$ cat src/rtl/md_pkg.sv
// Shared definitions for the multiply/divide unit: op encodings, FSM states
// and small decode helpers.
package md_pkg;

  localparam logic [1:0] OP_MULTU = 2'b00;
  localparam logic [1:0] OP_MULT  = 2'b01;
  localparam logic [1:0] OP_DIVU  = 2'b10;
  localparam logic [1:0] OP_DIV   = 2'b11;

  typedef enum logic [1:0] {
    IDLE = 2'b00,
    RUN  = 2'b01,
    FIX  = 2'b10
  } state_e;

  // Bit 0 of the op selects signed arithmetic, bit 1 selects divide.
  function automatic logic op_is_signed(input logic [1:0] op);
    return op[0];
  endfunction

  function automatic logic op_is_div(input logic [1:0] op);
    return op[1];
  endfunction

endpackage

$ cat src/rtl/md_sign_fix.sv
// Sign handling around the unsigned iterative core: operand magnitudes on
// entry, and sign correction of product / quotient / remainder in FIX.
module md_sign_fix import md_pkg::*; #(
  parameter int WIDTH = 32
) (
  input  logic [WIDTH-1:0]   a,
  input  logic [WIDTH-1:0]   b,
  input  logic               is_signed,
  output logic [WIDTH-1:0]   a_mag,
  output logic [WIDTH-1:0]   b_mag,
  output logic               a_neg,
  output logic               b_neg,
  input  logic [2*WIDTH-1:0] acc,
  input  logic               is_div,
  input  logic               res_a_neg,
  input  logic               res_b_neg,
  input  logic               div_zero,
  output logic [WIDTH-1:0]   hi_fix,
  output logic [WIDTH-1:0]   lo_fix
);

  localparam logic [WIDTH-1:0]   ONE_W  = {{(WIDTH-1){1'b0}}, 1'b1};
  localparam logic [2*WIDTH-1:0] ONE_2W = {{(2*WIDTH-1){1'b0}}, 1'b1};

  logic [2*WIDTH-1:0] prod_fix_s;
  logic [WIDTH-1:0]   quot_fix_s;
  logic [WIDTH-1:0]   rem_fix_s;
  logic               res_neg_s;

  // Entry-side magnitudes: a negative signed operand is two's-complement negated.
  always_comb begin
    a_neg = is_signed & a[WIDTH-1];
    b_neg = is_signed & b[WIDTH-1];
    a_mag = a_neg ? (~a + ONE_W) : a;
    b_mag = b_neg ? (~b + ONE_W) : b;
  end

  // Result correction; remainder follows the dividend, a zero divisor forces
  // an all-ones quotient while the remainder path already reconstructs the dividend.
  always_comb begin
    res_neg_s  = res_a_neg ^ res_b_neg;
    prod_fix_s = res_neg_s ? (~acc + ONE_2W) : acc;
    quot_fix_s = res_neg_s ? (~acc[WIDTH-1:0] + ONE_W) : acc[WIDTH-1:0];
    rem_fix_s  = res_a_neg ? (~acc[2*WIDTH-1:WIDTH] + ONE_W) : acc[2*WIDTH-1:WIDTH];
    if (!is_div) begin
      hi_fix = prod_fix_s[2*WIDTH-1:WIDTH];
      lo_fix = prod_fix_s[WIDTH-1:0];
    end else if (div_zero) begin
      hi_fix = rem_fix_s;
      lo_fix = {WIDTH{1'b1}};
    end else begin
      hi_fix = rem_fix_s;
      lo_fix = quot_fix_s;
    end
  end

endmodule

$ cat src/rtl/md_unit.sv
// Iterative MIPS-style HI/LO multiply/divide unit: one shift-add or
// restoring-subtract step per cycle, WIDTH steps per operation.
module md_unit import md_pkg::*; #(
  parameter int WIDTH = 32
) (
  input  logic             clk,
  input  logic             reset,
  input  logic             start,
  input  logic [1:0]       op,
  input  logic [WIDTH-1:0] a,
  input  logic [WIDTH-1:0] b,
  input  logic             mthi,
  input  logic             mtlo,
  input  logic [WIDTH-1:0] wdata,
  output logic             busy,
  output logic             stall_req,
  output logic [WIDTH-1:0] hi,
  output logic [WIDTH-1:0] lo
);

  localparam int CW = $clog2(WIDTH) + 1;
  localparam logic [CW-1:0] CNT_INIT = CW'(WIDTH);
  localparam logic [CW-1:0] CNT_ONE  = {{(CW-1){1'b0}}, 1'b1};

  state_e             state_q, state_d;
  logic [2*WIDTH-1:0] acc_q, acc_d;
  logic [WIDTH-1:0]   opnd_q, opnd_d;
  logic [CW-1:0]      cnt_q, cnt_d;
  logic [1:0]         op_q, op_d;
  logic               a_neg_q, a_neg_d;
  logic               b_neg_q, b_neg_d;
  logic               dz_q, dz_d;
  logic               busy_q, busy_d;
  logic [WIDTH-1:0]   hi_q, hi_d;
  logic [WIDTH-1:0]   lo_q, lo_d;

  logic [WIDTH-1:0]   a_mag_s, b_mag_s;
  logic               a_neg_s, b_neg_s;
  logic [WIDTH-1:0]   hi_fix_s, lo_fix_s;
  logic [WIDTH-1:0]   mul_addend_s;
  logic [WIDTH:0]     mul_sum_s;
  logic [WIDTH:0]     div_tmp_s;
  logic [WIDTH:0]     div_diff_s;
  logic [2*WIDTH-1:0] mul_next_s;
  logic [2*WIDTH-1:0] div_next_s;

  md_sign_fix #(.WIDTH(WIDTH)) u_sign_fix (
    .a         (a),
    .b         (b),
    .is_signed (op_is_signed(op)),
    .a_mag     (a_mag_s),
    .b_mag     (b_mag_s),
    .a_neg     (a_neg_s),
    .b_neg     (b_neg_s),
    .acc       (acc_q),
    .is_div    (op_is_div(op_q)),
    .res_a_neg (a_neg_q),
    .res_b_neg (b_neg_q),
    .div_zero  (dz_q),
    .hi_fix    (hi_fix_s),
    .lo_fix    (lo_fix_s)
  );

  // One iteration step; acc holds {partial product | remainder, multiplier | quotient}.
  always_comb begin
    mul_addend_s = acc_q[0] ? opnd_q : {WIDTH{1'b0}};
    mul_sum_s    = {1'b0, acc_q[2*WIDTH-1:WIDTH]} + {1'b0, mul_addend_s};
    mul_next_s   = {mul_sum_s, acc_q[WIDTH-1:1]};
    div_tmp_s    = acc_q[2*WIDTH-1:WIDTH-1];
    div_diff_s   = div_tmp_s - {1'b0, opnd_q};
    if (div_diff_s[WIDTH]) begin
      div_next_s = {div_tmp_s[WIDTH-1:0], acc_q[WIDTH-2:0], 1'b0};
    end else begin
      div_next_s = {div_diff_s[WIDTH-1:0], acc_q[WIDTH-2:0], 1'b1};
    end
  end

  // Next-state and datapath control.
  always_comb begin
    state_d = state_q;
    acc_d   = acc_q;
    opnd_d  = opnd_q;
    cnt_d   = cnt_q;
    op_d    = op_q;
    a_neg_d = a_neg_q;
    b_neg_d = b_neg_q;
    dz_d    = dz_q;
    hi_d    = hi_q;
    lo_d    = lo_q;
    case (state_q)
      IDLE: begin
        if (start) begin
          state_d = RUN;
          acc_d   = {{WIDTH{1'b0}}, a_mag_s};
          opnd_d  = b_mag_s;
          cnt_d   = CNT_INIT;
          op_d    = op;
          a_neg_d = a_neg_s;
          b_neg_d = b_neg_s;
          dz_d    = (b == {WIDTH{1'b0}});
        end else begin
          hi_d = mthi ? wdata : hi_q;
          lo_d = mtlo ? wdata : lo_q;
        end
      end
      RUN: begin
        acc_d = op_is_div(op_q) ? div_next_s : mul_next_s;
        cnt_d = cnt_q - CNT_ONE;
        if (cnt_q == CNT_ONE) begin
          state_d = FIX;
        end else begin
          state_d = RUN;
        end
      end
      FIX: begin
        hi_d    = hi_fix_s;
        lo_d    = lo_fix_s;
        state_d = IDLE;
      end
      default: begin
        state_d = IDLE;
      end
    endcase
    busy_d = (state_d != IDLE);
  end

  // State and datapath registers.
  always_ff @(posedge clk or posedge reset) begin
    if (reset) begin
      state_q <= IDLE;
      acc_q   <= {(2*WIDTH){1'b0}};
      opnd_q  <= {WIDTH{1'b0}};
      cnt_q   <= {CW{1'b0}};
      op_q    <= 2'b00;
      a_neg_q <= 1'b0;
      b_neg_q <= 1'b0;
      dz_q    <= 1'b0;
      busy_q  <= 1'b0;
      hi_q    <= {WIDTH{1'b0}};
      lo_q    <= {WIDTH{1'b0}};
    end else begin
      state_q <= state_d;
      acc_q   <= acc_d;
      opnd_q  <= opnd_d;
      cnt_q   <= cnt_d;
      op_q    <= op_d;
      a_neg_q <= a_neg_d;
      b_neg_q <= b_neg_d;
      dz_q    <= dz_d;
      busy_q  <= busy_d;
      hi_q    <= hi_d;
      lo_q    <= lo_d;
    end
  end

  assign busy      = busy_q;
  assign stall_req = busy_q | start;
  assign hi        = hi_q;
  assign lo        = lo_q;

endmodule

$ cat config.mk
export PLATFORM = sky130hd
export DESIGN_NAME = md_unit
export DESIGN_NICKNAME = d
export VERILOG_FILES = /design/src/rtl/md_pkg.sv /design/src/rtl/md_sign_fix.sv /design/src/rtl/md_unit.sv
export SDC_FILE = /design/constraint.sdc
export NUM_CORES = 1
export LEC_CHECK = 0
export ABC_CLOCK_PERIOD_IN_PS = 5500
export BUFFER_PORTS_ARGS = -buffer_cell sky130_fd_sc_hd__buf_2
export CORE_MARGIN = 1
export CORE_UTILIZATION = 54
export DETAILED_ROUTE_END_ITERATION = 6
export GPL_ROUTABILITY_DRIVEN = 0
export PLACE_DENSITY = 0.8
export SYNTH_ARGS = -nofsm -noshare
export SYNTH_HDL_FRONTEND = slang
export SYNTH_HIERARCHICAL = 1
export SYNTH_SLANG_ARGS = --single-unit
$ cat constraint.sdc
create_clock -name clk -period 5.5 [get_ports clk]
set_input_delay 0.275 -clock clk [delete_from_list [all_inputs] [get_ports clk]]
set_output_delay 0.275 -clock clk [all_outputs]
set_load 0.01 [all_outputs]
==> flow_summary.html <==
<table>
<tr><th>Metric</th><th>Value</th></tr>
<tr><th colspan="2">Global routing</th></tr>
<tr><td>Initial antenna violation count</td><td>0</td></tr>
<tr><td>Overflow after GRT</td><td>0</td></tr>
<tr><td>Via count of the first global-routing pass</td><td>14200</td></tr>
<tr><td>Maximum number of pins on one net before global-route repair</td><td>112</td></tr>
<tr><td>Wire length of the first global-routing pass</td><td>75.5 mm</td></tr>
<tr><td>Total routing resource utilization after global routing</td><td>33.1%</td></tr>
<tr><th colspan="2">Finish</th></tr>
<tr><td>Area added between synthesis and finish</td><td>10.8%</td></tr>
<tr><td>Most frequent standard cell in the layout excluding fill and tap cells</td><td>sky130_fd_sc_hd__nand2_1</td></tr>
<tr><td>Final non-filler cell total</td><td>2439</td></tr>
<tr><td>Share of layout cells above drive strength 1</td><td>12.3%</td></tr>
<tr><td>Area of all placed cells without fillers</td><td>0.0170 mm^2</td></tr>
<tr><td>Leading cell types in the layout, fill and taps excluded</td><td>sky130_fd_sc_hd__nand2_1 (244), sky130_fd_sc_hd__dfrtp_1 (172), sky130_fd_sc_hd__buf_2 (168)</td></tr>
<tr><td>Final net count</td><td>2223</td></tr>
<tr><td>Antenna Diode Count</td><td>0</td></tr>
<tr><td>Number of fillers in the final layout</td><td>2454</td></tr>
<tr><th colspan="2">Critical path</th></tr>
<tr><td>CP Capture Type</td><td>register</td></tr>
<tr><td>WP data required</td><td>5.79 ns</td></tr>
<tr><td>Worst setup path category</td><td>register to register</td></tr>
<tr><td>Critical Path Fanout Max</td><td>38</td></tr>
<tr><td>Type of origin of the critical path</td><td>register</td></tr>
<tr><td>Data arrival time at the worst-slack endpoint</td><td>4.60 ns</td></tr>
<tr><th colspan="2">Hold path</th></tr>
<tr><td>Classification of the worst-slack hold path</td><td>input port to register</td></tr>
<tr><th colspan="2">Detailed routing</th></tr>
<tr><td>Remaining routing DRC violations</td><td>0</td></tr>
<tr><td>Sum of routed wire length over all layers</td><td>48.5 mm</td></tr>
<tr><td>Antenna-violating nets left</td><td>0</td></tr>
<tr><td>Via/cell ratio</td><td>6.49</td></tr>
<tr><td>Starting DRC count in detailed routing</td><td>2001</td></tr>
<tr><td>Routed via count</td><td>15800</td></tr>
<tr><td>First drt pass iteration count</td><td>7</td></tr>
<tr><td>Drt wl/cell</td><td>19.9 um</td></tr>
<tr><th colspan="2">Synth</th></tr>
<tr><td>Post-Synthesis Net Count</td><td>2126</td></tr>
<tr><td>Share of synthesized registers carrying an async set or reset</td><td>100%</td></tr>
<tr><td>Proportion of synthesized chip area in sequential cells</td><td>28.2%</td></tr>
<tr><td>Biggest area consumer among synthesized cells</td><td>sky130_fd_sc_hd__dfrtp_1</td></tr>
<tr><td>Most area-consuming cells after synthesis</td><td>sky130_fd_sc_hd__dfrtp_1 (28%), sky130_fd_sc_hd__nand2_1 (6.0%), sky130_fd_sc_hd__ha_1 (5.7%)</td></tr>
<tr><td>Mean Syn Cell Area</td><td>7.87 um^2</td></tr>
<tr><td>Share of the synthesized area in the top cell type</td><td>28.2%</td></tr>
<tr><td>Commonest register cell after synthesis</td><td>sky130_fd_sc_hd__dfrtp_1</td></tr>
<tr><td>Number of enable flip-flop cells after synthesis</td><td>0</td></tr>
<tr><td>Total number of yosys warnings</td><td>6</td></tr>
<tr><td>Distinct cells, synth</td><td>86</td></tr>
<tr><td>Post-synthesis sequential element count</td><td>173</td></tr>
<tr><td>Cell count after synthesis</td><td>1951</td></tr>
<tr><td>Mapped cell area</td><td>0.0154 mm^2</td></tr>
<tr><th colspan="2">Clocking</th></tr>
<tr><td>Depth of the CTS H-tree</td><td>4</td></tr>
<tr><td>Number of sinks driven by the clock tree</td><td>173</td></tr>
<tr><td>Post-cts repair resize count</td><td>0</td></tr>
<tr><td>Clock latency at the later pin of the worst-skew pair</td><td>0.45 ns</td></tr>
<tr><td>Total clock buffers created by CTS</td><td>17</td></tr>
<tr><td>Post-CTS setup repair buffer count</td><td>0</td></tr>
<tr><td>Number of hold buffers added after CTS</td><td>0</td></tr>
<tr><td>Clock root buffer</td><td>sky130_fd_sc_hd__clkbuf_16</td></tr>
<tr><td>TritonCTS clock tree</td><td>built</td></tr>
<tr><td>Clock-pin slew on the worst setup and hold paths</td><td>0.08 ns</td></tr>
<tr><td>Max Root-Sink Buffers</td><td>2</td></tr>
<tr><th colspan="2">Die</th></tr>
<tr><td>Die ar.</td><td>0.0291 mm^2</td></tr>
<tr><td>Number of rows in the core area</td><td>61</td></tr>
<tr><td>Area of the placeable core</td><td>0.0279 mm^2</td></tr>
<tr><td>Width of the chip</td><td>171 um</td></tr>
<tr><td>Boundary Pins</td><td>169</td></tr>
<tr><td>Effective utilization at floorplan</td><td>55.1%</td></tr>
<tr><td>Die Span Y</td><td>171 um</td></tr>
<tr><th colspan="2">Timing</th></tr>
<tr><td>Unrepaired setup endpoints after global routing</td><td>false</td></tr>
<tr><td>Worst setup skew after layout</td><td>0.0110 ns</td></tr>
<tr><td>Relative slew margins</td><td>11.7%</td></tr>
<tr><td>TNS Setup</td><td>0 ns</td></tr>
<tr><td>Post-layout min period</td><td>4.30 ns</td></tr>
<tr><td>Final Setup Violations</td><td>0</td></tr>
<tr><td>Slew at the pin closest to its max-slew limit</td><td>1.32 ns</td></tr>
<tr><td>Final number of hold-violating endpoints</td><td>0</td></tr>
<tr><td>Final worst-path cycle share</td><td>78.2%</td></tr>
<tr><td>Total count of max-transition violations in the final report</td><td>0</td></tr>
<tr><td>Achievable clock frequency</td><td>232 MHz</td></tr>
<tr><td>Worst Setup Slack, final</td><td>1.20 ns</td></tr>
<tr><th colspan="2">Placed design</th></tr>
<tr><td>Dpl ws</td><td>1.32 ns</td></tr>
<tr><td>HPWL after detailed placement</td><td>36.1 mm</td></tr>
<tr><td>Post-place instance area</td><td>0.0164 mm^2</td></tr>
<tr><td>Placed cell count</td><td>2407</td></tr>
<tr><td># port buffers</td><td>168</td></tr>
<tr><th colspan="2">Pwr</th></tr>
<tr><td>Pwr dens</td><td>736 mW/mm^2</td></tr>
<tr><td>Maximum vdd ir drop</td><td>0.000396 V</td></tr>
<tr><td>Leakage</td><td>0.00764 uW</td></tr>
<tr><th colspan="2">Run status</th></tr>
<tr><td>Status</td><td>complete, no violations</td></tr>
<tr><th colspan="2">Flow run</th></tr>
<tr><td>Max Cap Violations</td><td>0</td></tr>
</table>
[cell usage after synthesis, drive strengths merged (25+ instances only)]
library cell  count
xnor2            84
a22oi            36
a21oi           147
o21ai           171
a21o             38
mux2i            58
a31oi            32
nor2            123
ha               70
clkbuf           85
buf              25
nor4             39
nand2           244
and2             42
a221oi           27
nor2b            25
inv              98
xor2             84
o22a             25
dfrtp           173
o31ai            26
nor3             43
[kinds of logic (layout without fill, tap and decap cells)]
group	count (synthesis)	after routing	synth area share, %
AOI/OAI and AO/OA	618	618	26.1
xor gates and xnor gates	168	168	9.68
adders and majority gates	72	72	5.97
buffers and inverters	210	320	5.36
DFF	173	173	28.2
muxes	64	64	4.22
and+or+nand+nor	646	646	20.4
[layer usage]
metal  global-route usage [%]  vias to the layer above  share of wire (%)  wire (um)
met5                        0                        -                  0          0
li1                         -                     7288                  -          -
met2                     51.1                      991                 44      21200
met1                     44.6                     7376                 41      20100
met4                     15.7                        0                4.8       2350
met3                     6.27                      176                 10       4840
[power breakdown]
group | internal [uW] | leakage, uW | switching, uW | total, uW
clock | 660 | 0.000268 | 570 | 1230
combinational | 3400 | 0.00527 | 4980 | 8380
sequential | 1900 | 0.00210 | 1010 | 2910
[metrics by stage]
step	total power (uW)	hold WS (ns)	util, %
floorplan	8800	0.388	-
global placement	10700	0.456	58.9
detailed placement	11000	0.468	58.9
CTS	12300	0.0528	61.0
global route	13400	0.0726	61.0
finish	12500	0.0600	61.0
[sequential cells by signal (all words and copies together), names as in the netlist]
name     count
lo          32
opnd_q      32
hi          32
a_neg_q      1
dz_q         1
b_neg_q      1
acc_q       64
op_q         1
busy         1
cnt_q        6
state_q      2
[critical path, cell delays in order, from the launching register on]
cell and delay [ns]:
sky130_fd_sc_hd__dfrtp_1 0.50, sky130_fd_sc_hd__inv_1 0.11, sky130_fd_sc_hd__ha_1 0.24, sky130_fd_sc_hd__fa_1 0.40, sky130_fd_sc_hd__nor2b_1 0.27, sky130_fd_sc_hd__o31ai_2 0.13, sky130_fd_sc_hd__a21oi_2 0.29, sky130_fd_sc_hd__o31ai_4 0.14
sky130_fd_sc_hd__a21oi_2 0.26, sky130_fd_sc_hd__a41oi_4 0.25, sky130_fd_sc_hd__xor2_4 0.85, sky130_fd_sc_hd__buf_4 0.36, sky130_fd_sc_hd__nor2_1 0.07, sky130_fd_sc_hd__a21oi_1 0.12, sky130_fd_sc_hd__o221ai_1 0.13
[area by class of cell]
cell class	instances	area, um^2	area share (%)
sequential	173	4330	25.5
timing repair buffer	188	991	5.83
tap	378	473	2.78
multi-input combinational	1568	10200	60.2
clock buffer	20	457	2.69
inverter	100	380	2.24
clock inverter	12	129	0.758
[worst paths after layout]
kind / from / to / slack [ns] / cells past startpoint
setup / recovery: acc_q[31]$_DFFE_PP0P_ / acc_q[48]$_DFFE_PP0P_ / 1.20 / 14
hold / removal: wdata[1] / hi[1]$_DFFE_PP0P_ / 0.06 / 3
setup reg to reg: acc_q[31]$_DFFE_PP0P_ / acc_q[48]$_DFFE_PP0P_ / 1.20 / 14
hold reg to reg: lo[6]$_DFFE_PP0P_ / lo[6]$_DFFE_PP0P_ / 0.48 / 2
max in group asynchronous: reset / op_q[1]$_DFFE_PP0P_ / 3.96 / 3
min in group asynchronous: reset / acc_q[38]$_DFFE_PP0P_ / 0.07 / 2
No activity file was read; power rests on OpenSTA's default activity.
